`src/rtl/instruction_fetch_unit.sv`:
```
// instruction_fetch_unit: RV32IM fetch stage. Owns the program counter, issues
// word reads over a busywait handshake, absorbs hazard stalls through a
// one-word skid buffer and applies taken-branch redirects from EX.
module instruction_fetch_unit #(
    parameter logic [31:0] RESET_VECTOR = 32'h0000_0000
) (
    input  logic        CLK,
    input  logic        RESET,
    input  logic        STALL,
    input  logic        BRANCH_TAKEN,
    input  logic [31:0] BRANCH_TARGET,
    output logic        IMEM_READ,
    output logic [31:0] IMEM_ADDR,
    input  logic        IMEM_BUSY,
    input  logic [31:0] IMEM_READDATA,
    output logic [31:0] IF_ID_INSTRUCTION,
    output logic [31:0] IF_ID_PC,
    output logic [31:0] IF_ID_PC4,
    output logic        IF_ID_VALID
);

    localparam logic [31:0] NOP = 32'h0000_0013;

    typedef enum logic [1:0] {
        S_FETCH,
        S_DRAIN,
        S_HOLD
    } state_t;

    state_t      r_state,  w_state_nxt;
    logic [31:0] r_req_pc, w_req_pc_nxt;
    logic [31:0] r_next_pc, w_next_pc_nxt;
    logic [31:0] r_skid,   w_skid_nxt;
    logic [31:0] r_instr,  w_instr_nxt;
    logic [31:0] r_pc,     w_pc_nxt;
    logic [31:0] r_pc4,    w_pc4_nxt;
    logic        r_valid,  w_valid_nxt;

    logic        w_read;
    logic        w_done;
    logic [31:0] w_target;
    logic [31:0] w_req_pc4;

    assign w_read    = (r_state != S_HOLD);
    assign w_done    = w_read && !IMEM_BUSY;
    assign w_target  = BRANCH_TARGET & ~32'd3;
    assign w_req_pc4 = r_req_pc + 32'd4;

    // Request is suppressed combinationally while reset is asserted.
    assign IMEM_READ         = w_read && RESET;
    assign IMEM_ADDR         = r_req_pc;
    assign IF_ID_INSTRUCTION = r_instr;
    assign IF_ID_PC          = r_pc;
    assign IF_ID_PC4         = r_pc4;
    assign IF_ID_VALID       = r_valid;

    // State register and all datapath registers; async active-low reset.
    always_ff @(posedge CLK or negedge RESET) begin
        if (!RESET) begin
            r_state   <= S_FETCH;
            r_req_pc  <= RESET_VECTOR;
            r_next_pc <= RESET_VECTOR;
            r_skid    <= NOP;
            r_instr   <= NOP;
            r_pc      <= 32'd0;
            r_pc4     <= 32'd4;
            r_valid   <= 1'b0;
        end else begin
            r_state   <= w_state_nxt;
            r_req_pc  <= w_req_pc_nxt;
            r_next_pc <= w_next_pc_nxt;
            r_skid    <= w_skid_nxt;
            r_instr   <= w_instr_nxt;
            r_pc      <= w_pc_nxt;
            r_pc4     <= w_pc4_nxt;
            r_valid   <= w_valid_nxt;
        end
    end

    // Next-state and IF/ID update; branch always wins over stall.
    always_comb begin
        w_state_nxt   = r_state;
        w_req_pc_nxt  = r_req_pc;
        w_next_pc_nxt = r_next_pc;
        w_skid_nxt    = r_skid;
        w_instr_nxt   = r_instr;
        w_pc_nxt      = r_pc;
        w_pc4_nxt     = r_pc4;
        w_valid_nxt   = r_valid;

        case (r_state)
            S_FETCH: begin
                if (w_done) begin
                    if (BRANCH_TAKEN) begin
                        w_req_pc_nxt = w_target;
                        w_valid_nxt  = 1'b0;
                        w_instr_nxt  = NOP;
                    end else if (STALL) begin
                        w_skid_nxt  = IMEM_READDATA;
                        w_state_nxt = S_HOLD;
                    end else begin
                        w_instr_nxt  = IMEM_READDATA;
                        w_pc_nxt     = r_req_pc;
                        w_pc4_nxt    = w_req_pc4;
                        w_valid_nxt  = 1'b1;
                        w_req_pc_nxt = w_req_pc4;
                    end
                end else if (BRANCH_TAKEN) begin
                    // Outstanding access must finish at the old address first.
                    w_next_pc_nxt = w_target;
                    w_valid_nxt   = 1'b0;
                    w_instr_nxt   = NOP;
                    w_state_nxt   = S_DRAIN;
                end else if (!STALL) begin
                    w_valid_nxt = 1'b0;
                    w_instr_nxt = NOP;
                end
            end
            S_DRAIN: begin
                w_valid_nxt = 1'b0;
                w_instr_nxt = NOP;
                if (BRANCH_TAKEN) begin
                    w_next_pc_nxt = w_target;
                end
                if (w_done) begin
                    w_req_pc_nxt = BRANCH_TAKEN ? w_target : r_next_pc;
                    w_state_nxt  = S_FETCH;
                end
            end
            S_HOLD: begin
                if (BRANCH_TAKEN) begin
                    w_req_pc_nxt = w_target;
                    w_valid_nxt  = 1'b0;
                    w_instr_nxt  = NOP;
                    w_state_nxt  = S_FETCH;
                end else if (!STALL) begin
                    // Skid word belongs to r_req_pc; it is never refetched.
                    w_instr_nxt  = r_skid;
                    w_pc_nxt     = r_req_pc;
                    w_pc4_nxt    = w_req_pc4;
                    w_valid_nxt  = 1'b1;
                    w_req_pc_nxt = w_req_pc4;
                    w_state_nxt  = S_FETCH;
                end
            end
            default: begin
                w_state_nxt = S_FETCH;
            end
        endcase
    end

endmodule

```
`config.mk`:
```
export PLATFORM = sky130hd
export DESIGN_NAME = instruction_fetch_unit
export DESIGN_NICKNAME = d
export VERILOG_FILES = /design/src/rtl/instruction_fetch_unit.sv
export SDC_FILE = /design/constraint.sdc
export NUM_CORES = 1
export LEC_CHECK = 0
export CAP_MARGIN = 5
export CORE_MARGIN = 2
export CORE_UTILIZATION = 45
export DETAILED_ROUTE_END_ITERATION = 10
export PLACE_DENSITY = 0.73
export RECOVER_POWER = 50
export SYNTH_ARGS = -nofsm -noshare
export SYNTH_HDL_FRONTEND = slang
export SYNTH_SLANG_ARGS = --single-unit
```
`constraint.sdc`:
```
create_clock -name CLK -period 2.6 [get_ports CLK]
set_input_delay 0.26 -clock CLK [delete_from_list [all_inputs] [get_ports CLK]]
set_output_delay 0.26 -clock CLK [all_outputs]
set_load 0.005 [all_outputs]
```
==> flow_summary.ini <==
[worst_setup_path]
cp-start-kind = flip-flop
path_class = reg -> out
r2r_end = IF_ID_PC[4]
r2r-start = r_state[0]
cp-end-kind = output pin
max_stage_delay_ns = 0.55
ff2ff_path_depth = 8
path_depth = 5
cp_max_fo = 12
worst-path-buf-inv = 3
r2r_slack_ns = 0.34
cp_slowest_cell = clkdlybuf4s50_1
required_ns = 2.34
worstPathArrival_ns = 2.13
path_delay_family = buffers and inverters
critPathLaunch = r_state[0]
path_cells = inv_1 > ha_1 > buf_4 > nor2b_1 > clkdlybuf4s50_1
cp-endpoint = IMEM_READ

[timing]
fin_crit_sh_pct = 91.9
max-slew-margin-rel_pct = -11.9
fin_crit_ns = 2.39
hold_viol = 0
slew_viol_final = 76
tightest_slew_ns = 1.68
rsz0062_at_grt = no
fmax_mhz = 419
final.setup.tns_ns = 0
setup_viol = 0
fin_skew_ns = 0.0137

[route]
first_pass_iters = 5
drtIter0Drc = 539
viasPerCell = 5.44
wl_per_cell_um = 18.1
postRouteWirelength_um = 23200
ant_nets = 0
drc = 0
vias = 6977

[clock_network]
cts_tree = yes
clock_path_buffers = 2
cts_inserted_buffers = 17
clock-sinks = 193
cts.clk_slew.worst_paths_ns = 0.07
insertion_delay_ns = 0.44
cts_root_buffer = clkbuf_16
cts-htree-levels = 4
post_cts_buffers = 0

[placed_design]
port_buffers = 196
dpl.hpwl_um = 15600
place.gp.congestion = 0.829

[power]
finalPower_w = 0.0130
power_frac_comb_pct = 39.6
ir_worst_vdd_mv = 0.693
seq_power_share_pct = 39.9
switching_power_w = 0.00449
p_leak_nw = 5.10
swShare_pct = 34.5
power.density_mw_per_mm2 = 1100
p_int_w = 0.00852
power.share.clock_pct = 20.5

[die]
io_pins = 199
die-area_mm2 = 0.0209
die_h_um = 144
start_util_pct = 45.7
dieWidth_um = 144
rows = 51
coreArea_mm2 = 0.0194

[run_status]
violations = capacitance limit, slew limit
status = finished, violations left

[layout]
layout_commonest_cell = dfrtp_1
diodes = 0
final_cell_mix = dfrtp_1, o21ai_0, clkdlybuf4s50_1
layout.nets = 1079
area_growth_pct = 33.4
drive_above_1_share_pct = 18.1

[logic_synthesis]
synth_edf_count = 0
syn-num-nets = 887
synth_area_mm2 = 0.00887
synth_cell_types = 59
ys_ff_latch = 193
syn_avg_cell_area_um2 = 10.9
ys_warn_count = 0
synthCells = 813
synth_top_area_cell = dfrtp_1
ys_seq_area_share_pct = 54.5
synth_top_area_share_pct = 52.4
synth_top_cells_by_area = dfrtp_1, mux2_2, o21ai_0
synth_top_flop_cell = dfrtp_1
async_flop_share_pct = 100

[grt]
grt_max_degree = 99
grt_pass1_wl_um = 36700
grtUsageTotal_pct = 22.8
grt_pass1_vias = 6928
antenna_found_initial = 1
overflow = 0

[run]
maxCapViolCount = 1

[hold_path]
hp-start = BRANCH_TAKEN
hold_class = in -> reg
## layer usage
layer	GRT usage (%)	wire, um	up-vias
met5	0	0	-
met4	5.52	212	0
met3	7.55	1930	18
met2	36.8	11000	216
met1	29.7	10100	3432
li1	-	-	3311
## area by class of cell
type | count | area (um2)
fill | 1656 | 7560
sequential | 193 | 4840
multi-input combinational | 547 | 3760
timing repair buffer | 235 | 2280
clock buffer | 17 | 425
tap | 265 | 332
clock inverter | 15 | 163
inverter | 11 | 41.3
## cell usage after synthesis (4+ instances only)
cell	number
dfrtp_1	186
o21ai_0	106
nand2_1	98
mux2_2	89
clkbuf_1	43
a22oi_1	40
a21oi_1	29
nor2_1	20
xnor2_1	19
and3_1	13
nand3_1	13
inv_1	11
buf_2	9
o22ai_1	9
xor2_1	9
nor3_1	8
dfstp_2	7
nor2b_1	7
o21ai_1	7
o2bb2ai_1	7
o31a_1	7
buf_4	5
ha_1	5
nand4_1	5
a221oi_1	4
a22o_1	4
and4_1	4
buf_1	4
## power by group through the flow
| stage | logic, W | registers [W] | clock network, W |
|---|---|---|---|
| 6_report | 0.00516 | 0.00519 | 0.00267 |
| 3_5_place_dp | 0.00539 | 0.00526 | 0 |
| 2_1_floorplan | 0.00261 | 0.00518 | 0 |
| 5_1_grt | 0.00569 | 0.00536 | 0.00283 |
| 4_1_cts | 0.00541 | 0.00521 | 0.00271 |
| 3_3_place_gp | 0.00527 | 0.00521 | 0 |
## state kept, by name, indices dropped and copies added (netlist names)
register / flops
r_next_pc: 32
IF_ID_INSTRUCTION: 32
IF_ID_VALID: 1
IF_ID_PC4: 32
r_state: 2
IF_ID_PC: 30
IMEM_ADDR: 32
r_skid: 32
## through the flow
| step | worst slack [ns] | instance area [um2] | util [%] | hold slack (ns) | cells |
|---|---|---|---|---|---|
| 2_1_floorplan | 0.455 | 8870 | - | -0.0356 | 813 |
| 3_3_place_gp | 0.286 | 11300 | 58.0 | 0.153 | 1250 |
| 3_5_place_dp | 0.195 | 11300 | 58.0 | 0.152 | 1250 |
| 4_1_cts | 0.172 | 11900 | 61.1 | 0.194 | 1283 |
| 5_1_grt | 0.0920 | 11800 | 61.0 | 0.223 | 1283 |
| 6_report | 0.212 | 11800 | 61.0 | 0.201 | 1283 |
## what timing repair did
action | CTS | global route
hold buffers | 1 | 0
gates resized for setup | 0 | 1
endpoints found under the hold margin | 20 | 0
setup endpoints to repair | 0 | 3
## worst min-delay path by stage
stage / endpoint / cells after the start / slack (ns)
3_3_place_gp: IF_ID_PC[2] / 1 / 0.15
6_report: IF_ID_VALID / 2 / 0.20
4_1_cts: IMEM_ADDR[1] / 2 / 0.19
5_1_grt: IMEM_ADDR[0] / 2 / 0.22
3_5_place_dp: IF_ID_PC[2] / 1 / 0.15
2_1_floorplan: IF_ID_INSTRUCTION[10] / 0 / -0.04
## logic make-up after synthesis
kind of cell,Yosys count,synth area share (%)
compound gates,230,15.9
simple gates,193,11.1
flops,193,54.5
mux,91,11.5
buf+inv,73,3.51
xor+xnor,28,2.76
fa+ha+maj,5,0.705
Power figures use the tool's default switching activity.
